<file path="src/rtl/dccm_arb_pkg.sv">
// Shared types and defaults for the DCCM LSU/DMA port arbiter.
// Consumed by dccm_dma_arb and dccm_arb_starve_ctr.
package dccm_arb_pkg;

  localparam int DMA_MAX_WAIT_DEF = 4;

  typedef enum logic [1:0] {
    RUN,
    DRAIN,
    FROZEN
  } arb_state_e;

  typedef enum logic [1:0] {
    OWN_NONE,
    OWN_LSU,
    OWN_DMA
  } owner_e;

endpackage

</file>
<file path="src/rtl/dccm_arb_starve_ctr.sv">
// Saturating count of consecutive blocked DMA cycles.
// force_dma rises once the DMA has waited DMA_MAX_WAIT cycles.
module dccm_arb_starve_ctr
  import dccm_arb_pkg::*;
#(
  parameter int DMA_MAX_WAIT = DMA_MAX_WAIT_DEF
) (
  input  logic clk,
  input  logic rst,
  input  logic dma_req,
  input  logic dma_gnt,
  output logic force_dma
);

  localparam logic [3:0] MAXW = 4'(DMA_MAX_WAIT);

  logic [3:0] wait_cnt;

  always_ff @(posedge clk) begin
    if (rst) begin
      wait_cnt <= '0;
    end else if (!dma_req || dma_gnt) begin
      wait_cnt <= '0;
    end else if (wait_cnt != MAXW) begin
      wait_cnt <= wait_cnt + 4'd1;
    end
  end

  assign force_dma = (wait_cnt == MAXW);

endmodule

</file>
<file path="src/rtl/dccm_dma_arb.sv">
// DCCM port arbiter: LSU priority, bounded DMA wait, freeze/drain.
// Optional statistics counters enabled by DCCM_ARB_STATS_EN.
module dccm_dma_arb
  import dccm_arb_pkg::*;
#(
  parameter int AW           = 16,
  parameter int DW           = 32,
  parameter int DMA_MAX_WAIT = DMA_MAX_WAIT_DEF
) (
  input  logic          clk,
  input  logic          rst,
  input  logic          lsu_req,
  input  logic          lsu_we,
  input  logic [AW-1:0] lsu_addr,
  input  logic [DW-1:0] lsu_wdata,
  output logic          lsu_gnt,
  input  logic          dma_req,
  input  logic          dma_we,
  input  logic [AW-1:0] dma_addr,
  input  logic [DW-1:0] dma_wdata,
  output logic          dma_gnt,
  output logic          dccm_req,
  output logic          dccm_we,
  output logic [AW-1:0] dccm_addr,
  output logic [DW-1:0] dccm_wdata,
  input  logic [DW-1:0] dccm_rdata,
  output logic [DW-1:0] rdata,
  output logic          lsu_rvalid,
  output logic          dma_rvalid,
  input  logic          freeze_req,
  output logic          freeze_ack,
  output logic [15:0]   stat_dma_gnt_cnt,
  output logic [15:0]   stat_dma_stall_cnt
);

  arb_state_e state;
  owner_e     req_owner;
  owner_e     rv_owner;
  logic       grant_ok;
  logic       force_dma;

  dccm_arb_starve_ctr #(
    .DMA_MAX_WAIT(DMA_MAX_WAIT)
  ) u_starve (
    .clk      (clk),
    .rst      (rst),
    .dma_req  (dma_req),
    .dma_gnt  (dma_gnt),
    .force_dma(force_dma)
  );

  // FROZEN may grant in the cycle freeze_req drops; DRAIN never grants.
  assign grant_ok = !rst && !freeze_req && (state != DRAIN);
  assign dma_gnt  = grant_ok && dma_req && (force_dma || !lsu_req);
  assign lsu_gnt  = grant_ok && lsu_req && !dma_gnt;

  always_ff @(posedge clk) begin
    if (rst) begin
      state      <= RUN;
      dccm_req   <= 1'b0;
      dccm_we    <= 1'b0;
      dccm_addr  <= '0;
      dccm_wdata <= '0;
      req_owner  <= OWN_NONE;
      rv_owner   <= OWN_NONE;
    end else begin
      dccm_req <= lsu_gnt || dma_gnt;
      if (dma_gnt) begin
        dccm_we    <= dma_we;
        dccm_addr  <= dma_addr;
        dccm_wdata <= dma_wdata;
        req_owner  <= OWN_DMA;
      end else if (lsu_gnt) begin
        dccm_we    <= lsu_we;
        dccm_addr  <= lsu_addr;
        dccm_wdata <= lsu_wdata;
        req_owner  <= OWN_LSU;
      end
      rv_owner <= (dccm_req && !dccm_we) ? req_owner : OWN_NONE;
      unique case (state)
        RUN: begin
          if (freeze_req) state <= DRAIN;
        end
        DRAIN: begin
          if (!freeze_req) state <= RUN;
          else if (!dccm_req) state <= FROZEN;
        end
        FROZEN: begin
          if (!freeze_req) state <= RUN;
        end
        default: state <= RUN;
      endcase
    end
  end

  assign rdata      = dccm_rdata;
  assign lsu_rvalid = (rv_owner == OWN_LSU);
  assign dma_rvalid = (rv_owner == OWN_DMA);
  assign freeze_ack = (state == FROZEN) && freeze_req;

`ifdef DCCM_ARB_STATS_EN
  always_ff @(posedge clk) begin
    if (rst) begin
      stat_dma_gnt_cnt   <= '0;
      stat_dma_stall_cnt <= '0;
    end else begin
      if (dma_gnt && stat_dma_gnt_cnt != 16'hFFFF)
        stat_dma_gnt_cnt <= stat_dma_gnt_cnt + 16'd1;
      if (dma_req && !dma_gnt && stat_dma_stall_cnt != 16'hFFFF)
        stat_dma_stall_cnt <= stat_dma_stall_cnt + 16'd1;
    end
  end
`else
  assign stat_dma_gnt_cnt   = '0;
  assign stat_dma_stall_cnt = '0;
`endif

endmodule

</file>
<file path="config.mk">
export PLATFORM = sky130hd
export DESIGN_NAME = dccm_dma_arb
export DESIGN_NICKNAME = d
export VERILOG_FILES = /design/src/rtl/dccm_arb_pkg.sv /design/src/rtl/dccm_arb_starve_ctr.sv /design/src/rtl/dccm_dma_arb.sv
export SDC_FILE = /design/constraint.sdc
export NUM_CORES = 1
export LEC_CHECK = 0
export BUFFER_PORTS_ARGS = -buffer_cell sky130_fd_sc_hd__buf_2
export CAP_MARGIN = 0
export CORE_MARGIN = 1
export CORE_UTILIZATION = 39
export CTS_CLUSTER_SIZE = 24
export DETAILED_ROUTE_END_ITERATION = 12
export PLACE_DENSITY = 0.87
export SETUP_SLACK_MARGIN = 0.3
export SYNTH_ARGS = -nofsm -noshare
export SYNTH_HDL_FRONTEND = slang
export SYNTH_HIERARCHICAL = 1
export SYNTH_SLANG_ARGS = --single-unit
</file>
<file path="constraint.sdc">
create_clock -name clk -period 2.04 [get_ports clk]
set_input_delay 0.408 -clock clk [delete_from_list [all_inputs] [get_ports clk]]
set_output_delay 0.408 -clock clk [all_outputs]
set_load 0.05 [all_outputs]
</file>
Yosys cells after proc, flatten, opt, wreduce, memory -nomap -nowiden
Cells that the tools add are included.
{"block": "classes", "addsub": 1, "n_mul": 0, "div_mod_pow": 0, "n_lt_le_gt_ge": 0, "n_eq_ne": 10, "shift": 0, "muxes": 13, "bitwise_logic": 1, "n_reduce_logical": 23}
{"cell": "$mux W32", "count": 2}
{"cell": "$mux W16", "count": 2}
{"cell": "$mux W2", "count": 6}
{"cell": "$logic_and A1 B1 Y1", "count": 8}
{"cell": "$logic_not A1 Y1", "count": 6}
{"cell": "$pmux W2 S3", "count": 1}
{"cell": "$reduce_or A2 Y1", "count": 3}
{"cell": "$add A4 B1 Y4 const B", "count": 1}
{"cell": "$eq A2 B1 Y1 const B", "count": 2}
{"cell": "$eq A2 B2 Y1 const B", "count": 2}
{"cell": "$eq A4 B3 Y1 const B", "count": 1}
{"cell": "$ne A2 B2 Y1 const B", "count": 2}
{"cell": "$ne A4 B3 Y1 const B", "count": 1}
{"cell": "$logic_or A1 B1 Y1", "count": 3}
{"cell": "$ne A3 B3 Y1 const B", "count": 1}
{"cell": "$reduce_and A3 Y1", "count": 1}
{"cell": "$logic_not A2 Y1", "count": 1}
{"cell": "$mux W1", "count": 2}
{"cell": "$ne A2 B1 Y1 const B", "count": 1}
{"cell": "$reduce_bool A2 Y1", "count": 1}
{"cell": "$not A1 Y1", "count": 1}
{"block": "word_totals", "reg_bits": 60, "latch_bits": 0, "ramBits": 0, "romBits": 0, "word_cells": 57, "memories": 0}

Longest topological paths before layout
Gate-level depths: netlist of the first run.
{"block": "depth", "depth_word": 9, "depth_mapped": 10, "depth_no_buf": 8}

Hierarchy
The synthesis of the first run kept the hierarchy.
{"mod": "dccm_dma_arb", "instances": 1, "cells_each": 468, "area_per_inst_um2": 3822.4}
{"mod": "dccm_arb_starve_ctr", "instances": 1, "cells_each": 21, "area_per_inst_um2": 214.0}

Worst setup path before layout of the first run
Ideal clock, no wire load.
{"block": "synth_path", "kind": "flip-flop to flip-flop", "startpoint": "reg u_starve.wait_cnt[0]", "endpoint": "reg u_starve.wait_cnt[0]", "arrival_ns": 3.136, "required_time_ns": 1.925, "slack_ns": -1.210, "path_stages_with_launch": 11, "path_buffers": 2, "period_less_slack_ns": 3.250, "path_cell_list": "dfxtp_1 > inv_1 > ha_1 > nand3b_4 > inv_1 > nor2b_1 > clkbuf_1 > buf_2 > nor4_1 > or3b_4 > nor2_1"}
{"block": "synth_via", "elab_chain_cells": 5, "elab_cells_between_ends": 7, "cone_classes": "add/sub: 1; eq/ne: 2; reduce/logical: 4"}
{"element": "start: declaration", "line_no": "dccm_arb_starve_ctr.sv:17", "rtl": "logic [3:0] wait_cnt;"}
{"element": "start signal: assignment", "line_no": "dccm_arb_starve_ctr.sv:25", "rtl": "wait_cnt <= wait_cnt + 4'd1;"}
{"element": "$eq A4 B3 Y1", "line_no": "dccm_arb_starve_ctr.sv:29", "rtl": "assign force_dma = (wait_cnt == MAXW);"}
{"element": "net force_dma", "line_no": "dccm_dma_arb.sv:40", "rtl": "logic force_dma;"}
{"element": "$logic_or A1 B1 Y1", "line_no": "dccm_dma_arb.sv:54", "rtl": "assign dma_gnt = grant_ok && dma_req && (force_dma || !lsu_req);"}
{"element": "$logic_and A1 B1 Y1", "line_no": "dccm_dma_arb.sv:54"}
{"element": "net dma_gnt", "line_no": "dccm_dma_arb.sv:21", "rtl": "output logic dma_gnt,"}
{"element": "$logic_or A1 B1 Y1", "line_no": "dccm_arb_starve_ctr.sv:22", "rtl": "end else if (!dma_req || dma_gnt) begin"}
{"element": "$reduce_or A2 Y1 (no source line)"}
The timed path passes the listed nets, and every way through them passes these cells.
A chain may end at the register's enable or synchronous reset.

Final worst setup path of the first run
{"block": "layout_path", "startpoint": "reg u_starve.wait_cnt[0]", "endpoint": "reg dccm_wdata[18]"}
{"block": "layout_via", "elab_chain_cells": 6, "elab_cells_between_ends": 7, "cone_classes": "eq/ne: 1; mux: 1; reduce/logical: 5"}
{"element": "$eq A4 B3 Y1 *", "line_no": "dccm_arb_starve_ctr.sv:29"}
{"element": "net force_dma", "line_no": "dccm_dma_arb.sv:40"}
{"element": "$logic_or A1 B1 Y1 *", "line_no": "dccm_dma_arb.sv:54"}
{"element": "$logic_and A1 B1 Y1 *", "line_no": "dccm_dma_arb.sv:54"}
{"element": "$logic_not A1 Y1", "line_no": "dccm_dma_arb.sv:55", "rtl": "assign lsu_gnt = grant_ok && lsu_req && !dma_gnt;"}
{"element": "$logic_and A1 B1 Y1", "line_no": "dccm_dma_arb.sv:55"}
{"element": "$reduce_bool A2 Y1 (no source line)"}
{"element": "end signal: assignment", "line_no": "dccm_dma_arb.sv:71", "rtl": "dccm_wdata <= dma_wdata;"}
{"element": "end signal: assignment", "line_no": "dccm_dma_arb.sv:76", "rtl": "dccm_wdata <= lsu_wdata;"}
{"element": "end: declaration", "line_no": "dccm_dma_arb.sv:25", "rtl": "output logic [DW-1:0] dccm_wdata,"}
The timed path passes the listed nets; every way through them passes the cells marked *.

==> results of run 1 <==
## synth_stat cells, drive strengths merged
master	n	area, um^2
buf	77	582
clkbuf	60	225
dfxtp	60	1200
a31oi	50	313
nand2	50	188
o41ai	50	438
a311oi	49	429
or4	49	368
inv	6	22.5
nor2	6	22.5
nor2b	5	31.3
nand2b	4	25.0
a21oi	3	18.8
ha	2	25.0
mux2i	2	20.0
nor4bb	2	20.0
or2	2	12.5
xnor2	2	17.5
and3	1	6.26
clkinv	1	3.75
conb	1	3.75
nand3	1	5.00
nand3b	1	20.0
nand4	1	6.26
nor3	1	5.00
nor4	1	6.26
o21ba	1	10.0
or3b	1	11.3
## sequential cells by signal, indices dropped and copies added (netlist names)
signal,flops
dccm_we,1
rv_owner,2
req_owner,2
dccm_wdata,32
state,2
u_starve/wait_cnt,4
dccm_addr,16
dccm_req,1
## metal layers
metal	share of wire (%)	vias up	global-route usage [%]
li1	-	2037	-
met5	0	-	0
met2	50	301	44.2
met1	38	2194	30.1
met4	3.4	0	14.1
met3	8.4	68	3.96
## critical path, delay by kind of cell, from the launching register on
kind	cells	cell delay, ps
compound gates	1	260
buf+inv	4	560
simple gates	3	610
fa+ha+maj	1	140
flops	1	350
## stage by stage
stage	util (%)	TNS, ps	total power, uW	cells	worst slack (ps)
after floorplan	-	-350	2250	520	-75.6
after detailed placement	46.2	-68.9	2310	691	-38.3
after CTS	51.1	0	3520	718	23.4
after global routing	55.2	-175	3740	727	-67.7
final	55.2	0	3590	727	22.2
after global placement	46.2	0	2290	691	68.7
## power by group through the flow
stage                     logic, uW  clock network [uW]  registers (uW)
after floorplan                 722                   0            1530
after global placement          983                   0            1310
after CTS                      1080                1160            1280
final                          1180                1130            1280
after detailed placement       1000                   0            1310
after global routing           1240                1210            1290
## path summary, 6_finish.rpt
kind              slack, ps                          end  cells past startpoint
hold reg to reg         460    req_owner[0]$_SDFFE_PP0P_                      2
setup reg to reg         20  dccm_wdata[18]$_SDFFE_PP0P_                      9
hold / removal          340   dccm_wdata[8]$_SDFFE_PP0P_                      3
setup / recovery         20  dccm_wdata[18]$_SDFFE_PP0P_                      9
## logic make-up after synthesis
| group | share of synthesized area, % |
|---|---|
| simple gates | 18.0 |
| fa+ha+maj | 0.620 |
| compound gates | 29.9 |
| mux | 0.496 |
| buf+inv | 20.6 |
| xor+xnor | 0.434 |
| other cells | 0.0929 |
| flops | 29.8 |
## what timing repair did
action	4_1_cts	5_1_grt
setup buffers	8	6
cloned	4	3
hold buffers	0	0
gates resized for setup	21	60
setup endpoints to repair	51	57
pin swaps	55	41
## final cells by class
cell class | instances | area, um^2 | share of cell area [%]
Sequential cell | 60 | 1210 | 22.1
Inverter | 7 | 28.8 | 0.526
Multi-Input combinational cell | 316 | 2520 | 46.2
Clock inverter | 1 | 30.0 | 0.549
Clock buffer | 14 | 173 | 3.16
Tap cell | 133 | 166 | 3.04
Timing Repair Buffer | 196 | 1340 | 24.5
==> flow_results.org, run 1 <==
** Clocking
- TritonCTS buffer count :: 9
- After clock tree synthesis, the clock-pin slew on the worst setup and hold paths is about 70 ps.
- Clock root buffer :: sky130_fd_sc_hd__clkbuf_8
- Clock buffer depth :: 2
- The clock reaches the later pin of the worst-skew pair after 330 ps.
- CTS tree :: yes
- Clock tree synthesis found a total of 60 sinks.
- In this run the number of H-tree levels came out at 3.

** Die
- Die width :: slightly above 100 um
- Total Die Area :: 0.0108 mm^2
- The die is 104 um tall.
- about 250 I/O pins were placed.
- Core region area :: 0.00991 mm^2
- Starting Density :: 40.7%
- Count of standard-cell rows :: 36

** Pwr
- Combinational logic is responsible for 32.9% of the overall power.
- Sequential cells burn 35.8% of the power.
- Power spread over the standard cell area amounts to 656 mW/mm^2.
- Sw Ratio :: 36.5%
- VDD sags by at most 271 uV.
- Internal Dissipation :: 2280 uW
- Clock network fraction of design power :: 31.3%
- Leakage Power :: 0.00223 uW
- NetSw :: 1310 uW

** Synthesis
- Synth Warn # :: 6
- Number of distinct standard cells referenced by the synthesized netlist :: 33
- Syn_area_per_cell :: 8.25 um^2
- Cell count after synthesis :: 489
- The cell area that synthesis handed to floorplanning was 0.00404 mm^2.
- Part of the Yosys area used for sequential elements :: 29.8%
- Synth Register Bits :: 60

** Hold path
- The path class of the tightest hold or removal check is input pin to flop.
- Worst Min Path Start :: lsu_wdata[8]

** STA
- Final Max Slew Viols :: 0
- The hold violation count in the final report was 0.
- On the final layout, the worst hold slack is 342 ps.
- Setup repair after global routing missed its margin :: true
- Achievable Freq :: about 500 MHz
- Between clock sinks in the finished design, the worst skew comes to 9.13 ps.
- Max_slew headroom :: 55.2%
- Shortest clock period the worst path allows after layout :: a little over 2000 ps
- Number of setup violations in the final report :: 0
- Final period util :: 98.9%
- Worst slew pin tran :: 673 ps

** Worst setup path
- Beginning of the critical path :: u_starve/wait_cnt[0]$_SDFFE_PP0P_
- Slowest cell on the critical path :: sky130_fd_sc_hd__or4_4
- STA puts the critical path data required time at 2260 ps.
- The largest single stage delay on the critical path is 480 ps.
- Element type at the critical path end :: flop
- Startpoint-to-endpoint class of the critical path :: flop to flop
- Kind of start point of the critical path :: flop
- Reg-to-Reg Start :: u_starve/wait_cnt[0]$_SDFFE_PP0P_
- Critical Path AT :: 2240 ps
- Crit path max fanout :: 11
- Traced cell by cell, the critical path runs through inv_2 > ha_4 > nand3b_4 > inv_4 > nor2b_4 > buf_4 > bufbuf_16 > or4_4 > a311oi_1.

** Global route
- Wire length of the first global-routing pass :: approximately 22,000 um
- Total global routing overflow :: 0
- Global routing consumed, over all layers together, roughly a quarter of the routing resources.
- Vias in the first global route :: 4,408
- The number of antenna violations at the first check in global routing is 0.
- Entering global routing, the biggest net connects 54 pins.

** Run
- Max-cap viol count :: 0

** Route
- Dividing the detail-routed wire length by the instance count gives 20.2 um.
- In the routed design, unresolved DRC markers number 0.
- After the first detailed-routing iteration, the DRC count stood at 446.
- Mean number of vias per cell :: 6.33
- Iteration count of the initial detailed-routing pass :: 8
- Via total after detailed routing :: around 4,600
- Antenna-violating nets left :: 0
- Post-Route WL :: 14,700 um

** Layout
- In the layout the commonest cells are 154 x sky130_fd_sc_hd__buf_2, 57 x sky130_fd_sc_hd__dfxtp_1, 50 x sky130_fd_sc_hd__a31oi_1.
- Antenna Diode Count :: 0
- For this run, the post-layout net count is roughly 730.
- Fillers :: 881
- Share of layout cells above drive strength 1 :: 49.7%
- With fillers left out, the area of the finished cells amounts to 0.00547 mm^2.
- Most common cell after layout, fill and taps aside :: sky130_fd_sc_hd__buf_2
- Compared with the post-synthesis result, the final layout area differs by 35.5%.

** Placement
- Final weighted congestion in routability-driven placement :: 0.798
- Post-DP Area :: 0.00458 mm^2
- After legalization and detailed placement, the total HPWL measured 8410 um.
- Port buffering added around 160 buffers.

** Status
- Run status :: finished clean
No activity file was read; power rests on OpenSTA's default activity.
==> run 2, diff against run 1 <==
--- a/config.mk
+++ b/config.mk
@@ -5,7 +5,7 @@
 export SDC_FILE = /design/constraint.sdc
 export NUM_CORES = 1
 export LEC_CHECK = 0
-export BUFFER_PORTS_ARGS = -buffer_cell sky130_fd_sc_hd__buf_2
+export BUFFER_PORTS_ARGS = -buffer_cell sky130_fd_sc_hd__clkbuf_2
 export CAP_MARGIN = 0
 export CORE_MARGIN = 1
 export CORE_UTILIZATION = 39
==> run 2 against run 1 <==
- the flow now finishes with violations (negative setup slack)
- critical path depth fell by 1
- flip-flop and latch count did not move
- maximum frequency fell by 6.4%
==> flow_results.org, run 2 (synthesized netlist as in run 1, its figures left out) <==
** Layout
- The final core utilization is 60.6% (was 55.2%).
- The leading cell type in the layout, fill and taps excluded was sky130_fd_sc_hd__clkbuf_2 (was sky130_fd_sc_hd__buf_2).
- The register name with the most flops is dccm_wdata (unchanged).
- Share of layout cells above drive strength 1 :: 56.8% (was 49.7%)
- The final-stage net count is 741 (was 727).
- The flip-flop count of the largest register after layout is 32 (unchanged).
- Fillers :: 849 (was 881)
- Top flop regs: dccm_wdata: 32 flops, dccm_addr: 16 flops, u_starve/wait_cnt: 4 flops (unchanged).
- The antenna cell count came to 0 (unchanged).
- Final std cell area, no fill :: 0.00601 mm^2 (was 0.00547 mm^2)
- The area growth from synthesis to final layout is 48.8% (was 35.5%).
- Commonest cells after routing, fill and taps aside: 154 x sky130_fd_sc_hd__clkbuf_2, 58 x sky130_fd_sc_hd__dfxtp_1, 50 x sky130_fd_sc_hd__a31oi_1 (was 154 x sky130_fd_sc_hd__buf_2, 57 x sky130_fd_sc_hd__dfxtp_1, 50 x sky130_fd_sc_hd__a31oi_1).

** STA
- The clock skew is 9.73 ps (was 9.13 ps).
- Worst hold margin :: 315 ps (was 342 ps)
- The total of endpoints with negative setup slack in the final report was 8 (was 0).
- The shortest period the worst path allows came to 2160 ps (was 2020 ps).
- Achievable Freq :: 464 MHz (was 496 MHz)
- The final sum of negative setup slack was -343 ps (was 0 ps).
- Max_slew headroom :: 58.5% (was 55.2%)
- Worst Setup Slack, final :: -117 ps (was 22.2 ps)
- Worst slew pin tran :: 623 ps (was 673 ps)
- The hold violation count in the final report was 0 (unchanged).
- Final Max Slew Viols :: 0 (unchanged)
- The share of the clock period used by the worst path after layout was 106% (was 98.9%).
- Setup repair after global routing missed its margin :: true (unchanged)

** Hold path
- The worst min-delay path category is input pin to flop (unchanged).

** Clocking
- The buffer depth of the longest clock path came to 2 (unchanged).
- H-tree lvl count :: 3 (unchanged)
- The total clock sinks came to 60 (unchanged).
- The cell at the root of the clock tree is sky130_fd_sc_hd__clkbuf_8 (unchanged).
- TritonCTS buffer count :: 9 (unchanged)
- Clock-pin slew on the worst setup and hold paths :: 70 ps (about the same)
- The clock insertion delay at the later pin of the skew report came to 340 ps (was 330 ps).
- The TritonCTS clock tree is yes (unchanged).

** Route
- The routed wire length per instance was 21.5 um (was 20.2 um).
- The residual DRC count was 0 (unchanged).
- The total number of vias was 4,715 (was 4,600).
- The via density per instance was 6.35 (was 6.33).
- The final wirelength is 16,000 um (was 14,700 um).
- Antenna-violating nets left :: 0 (unchanged)
- Detailed Route Iter0 Violations :: 424 (was 446)
- The first-pass detailed-route iteration total was 6 (was 8).

** Worst setup path
- The standard cell with the maximum stage delay on the critical path is sky130_fd_sc_hd__dfxtp_4 (was sky130_fd_sc_hd__or4_4).
- Crit path max fanout :: 2 (was 11)
- Cell chain of the critical path: inv_2 > ha_4 > nand3b_4 > inv_4 > nor2b_4 > buf_12 > nor4_4 > buf_12 (was inv_2 > ha_4 > nand3b_4 > inv_4 > nor2b_4 > buf_4 > bufbuf_16 > or4_4 > a311oi_1).
- Among the stages of the critical path, the cell type that occurs most often is sky130_fd_sc_hd__buf_12.
- Startpoint-to-endpoint class of the critical path :: flop to primary output (was flop to flop)
- Element type at the critical path end :: primary output (was flop)
- Critical Path AT :: 1750 ps (was 2240 ps)
- CP peak stage delay :: 340 ps (was 480 ps)
- The data required time of the critical path came to 1630 ps (was 2260 ps).
- The category of the worst setup path launch point is a flop (unchanged).

** Die
- The initial core utilization came to 40.7% (unchanged).
- Count of standard-cell rows :: 36 (unchanged)
- The total core area was 0.00991 mm^2 (unchanged).
- Die width :: 104 um (unchanged)
- Height of the chip :: 104 um (unchanged)
- The number of top-level pins came to 254 (unchanged).
- Total Die Area :: 0.0108 mm^2 (unchanged)

** Pwr
- Leakage Power :: 0.00245 uW (was 0.00223 uW)
- Clock network fraction of design power :: 30.1% (was 31.3%)
- Portion of total power attributed to combinational logic :: 35.3% (was 32.9%)
- NetSw :: 1410 uW (was 1310 uW)
- The total internal power is 2310 uW (was 2280 uW).
- Sw Ratio :: 37.9% (was 36.5%)
- The total power is 3730 uW (was 3590 uW).
- The maximum vdd drop came to 402 uV (was 271 uV).
- Proportion of power drawn by flip-flops and latches :: 34.6% (was 35.8%)
- Power per Cell Area :: 620 mW/mm^2 (was 656 mW/mm^2)

** Placement
- The post-place instance area was 0.00461 mm^2 (was 0.00458 mm^2).
- Final weighted congestion in routability-driven placement :: 0.816 (was 0.798)
- The half-perimeter wire length of the detailed placement result is 8680 um (was 8410 um).
- The number of I/O port buffers is 157 (unchanged).

** Status
- Run status :: finished with violations (was finished clean)
- Violations in the final reports :: negative setup slack

** Run
- Max-cap viol count :: 0 (unchanged)

** Global route
- The via count of the first global-routing pass is 4,509 (was 4,408).
- Maximum number of pins on one net before global-route repair :: 57 (was 54)
- Initial antenna violation count :: 0 (unchanged)
- The aggregate global-route resource usage came to 26.0% (was 25.5%).
- Wire length of the first global-routing pass :: 22,700 um (was 22,300 um)
- The sum of overflow across all layers after global routing came to 0 (unchanged).
## run 2: changes by cell type in the layout (fill, tap and decap cells not counted), moves of 2 or more
cell                       change
sky130_fd_sc_hd__clkbuf_2    +154
sky130_fd_sc_hd__buf_2       -154
sky130_fd_sc_hd__buf_6         +4
sky130_fd_sc_hd__a311oi_1     -13
sky130_fd_sc_hd__o41ai_4       +6
sky130_fd_sc_hd__buf_4         +3
sky130_fd_sc_hd__nor2_1        -2
sky130_fd_sc_hd__o41ai_2      +16
sky130_fd_sc_hd__clkinv_2      +2
sky130_fd_sc_hd__a311oi_2     +13
sky130_fd_sc_hd__nor2_2        +2
sky130_fd_sc_hd__o41ai_1      -22
sky130_fd_sc_hd__buf_12        +3
## run 2: final timing paths
path	depth (start not counted)	slack, ps	end	startpoint
max	8	-120	dma_gnt	u_starve/wait_cnt[0]$_SDFFE_PP0P_
max reg2reg	11	-90	dccm_wdata[5]$_SDFFE_PP0P_	u_starve/wait_cnt[0]$_SDFFE_PP0P_
min reg2reg	2	490	req_owner[0]$_SDFFE_PP0P_	req_owner[0]$_SDFFE_PP0P_
min	3	310	dccm_wdata[26]$_SDFFE_PP0P_	lsu_wdata[26]
## run 2: cell type report
type	count	area (um^2)	area share (%)
multi-input cells	316	2840	47.2
repair buffers	210	1570	26.1
flip-flops and latches	60	1210	20.1
well taps	133	166	2.77
clock buffers	12	155	2.58
clock inverters	4	47.5	0.792
inverters	7	28.8	0.479
## run 2: worst max-delay path: cells and delay by family (launching register included)
family                     cells  cell delay, ps
and+or+nand+nor                3             480
DFF                            1             340
buffers and inverters          4             450
adders and majority gates      1             140
## run 2: per-stage QoR
stage                     worst slack (ps)  instances
after floorplan                      -75.6        520
after global placement                 107        695
after detailed placement              37.2        695
after CTS                             -137        725
after global routing                  -188        742
final                                 -117        742
## run 2: metal layers
layer / track usage [%] / part of all wire (%) / up-vias
met2: 43.9 / 51 / 298
li1: - / - / 2061
met5: 0 / 0 / -
met1: 30.6 / 37 / 2276
met3: 5.54 / 8.2 / 80
met4: 14.2 / 3.6 / 0
## run 2: what timing repair did
| action | 4_1_cts | 5_1_grt |
|---|---|---|
| pin swaps | 52 | 60 |
| hold buffers | 0 | 0 |
| endpoints found under the setup margin | 55 | 56 |
| resized for setup | 25 | 110 |
| setup buffers | 8 | 13 |
| cloned | 6 | 4 |
## run 2: power by group through the flow
stage          clock network [uW]  registers [uW]  logic [uW]
2_1_floorplan                   0            1530         722
3_3_place_gp                    0            1310         984
3_5_place_dp                    0            1310        1010
4_1_cts                      1140            1290        1110
5_1_grt                      1190            1290        1380
6_report                     1120            1290        1310
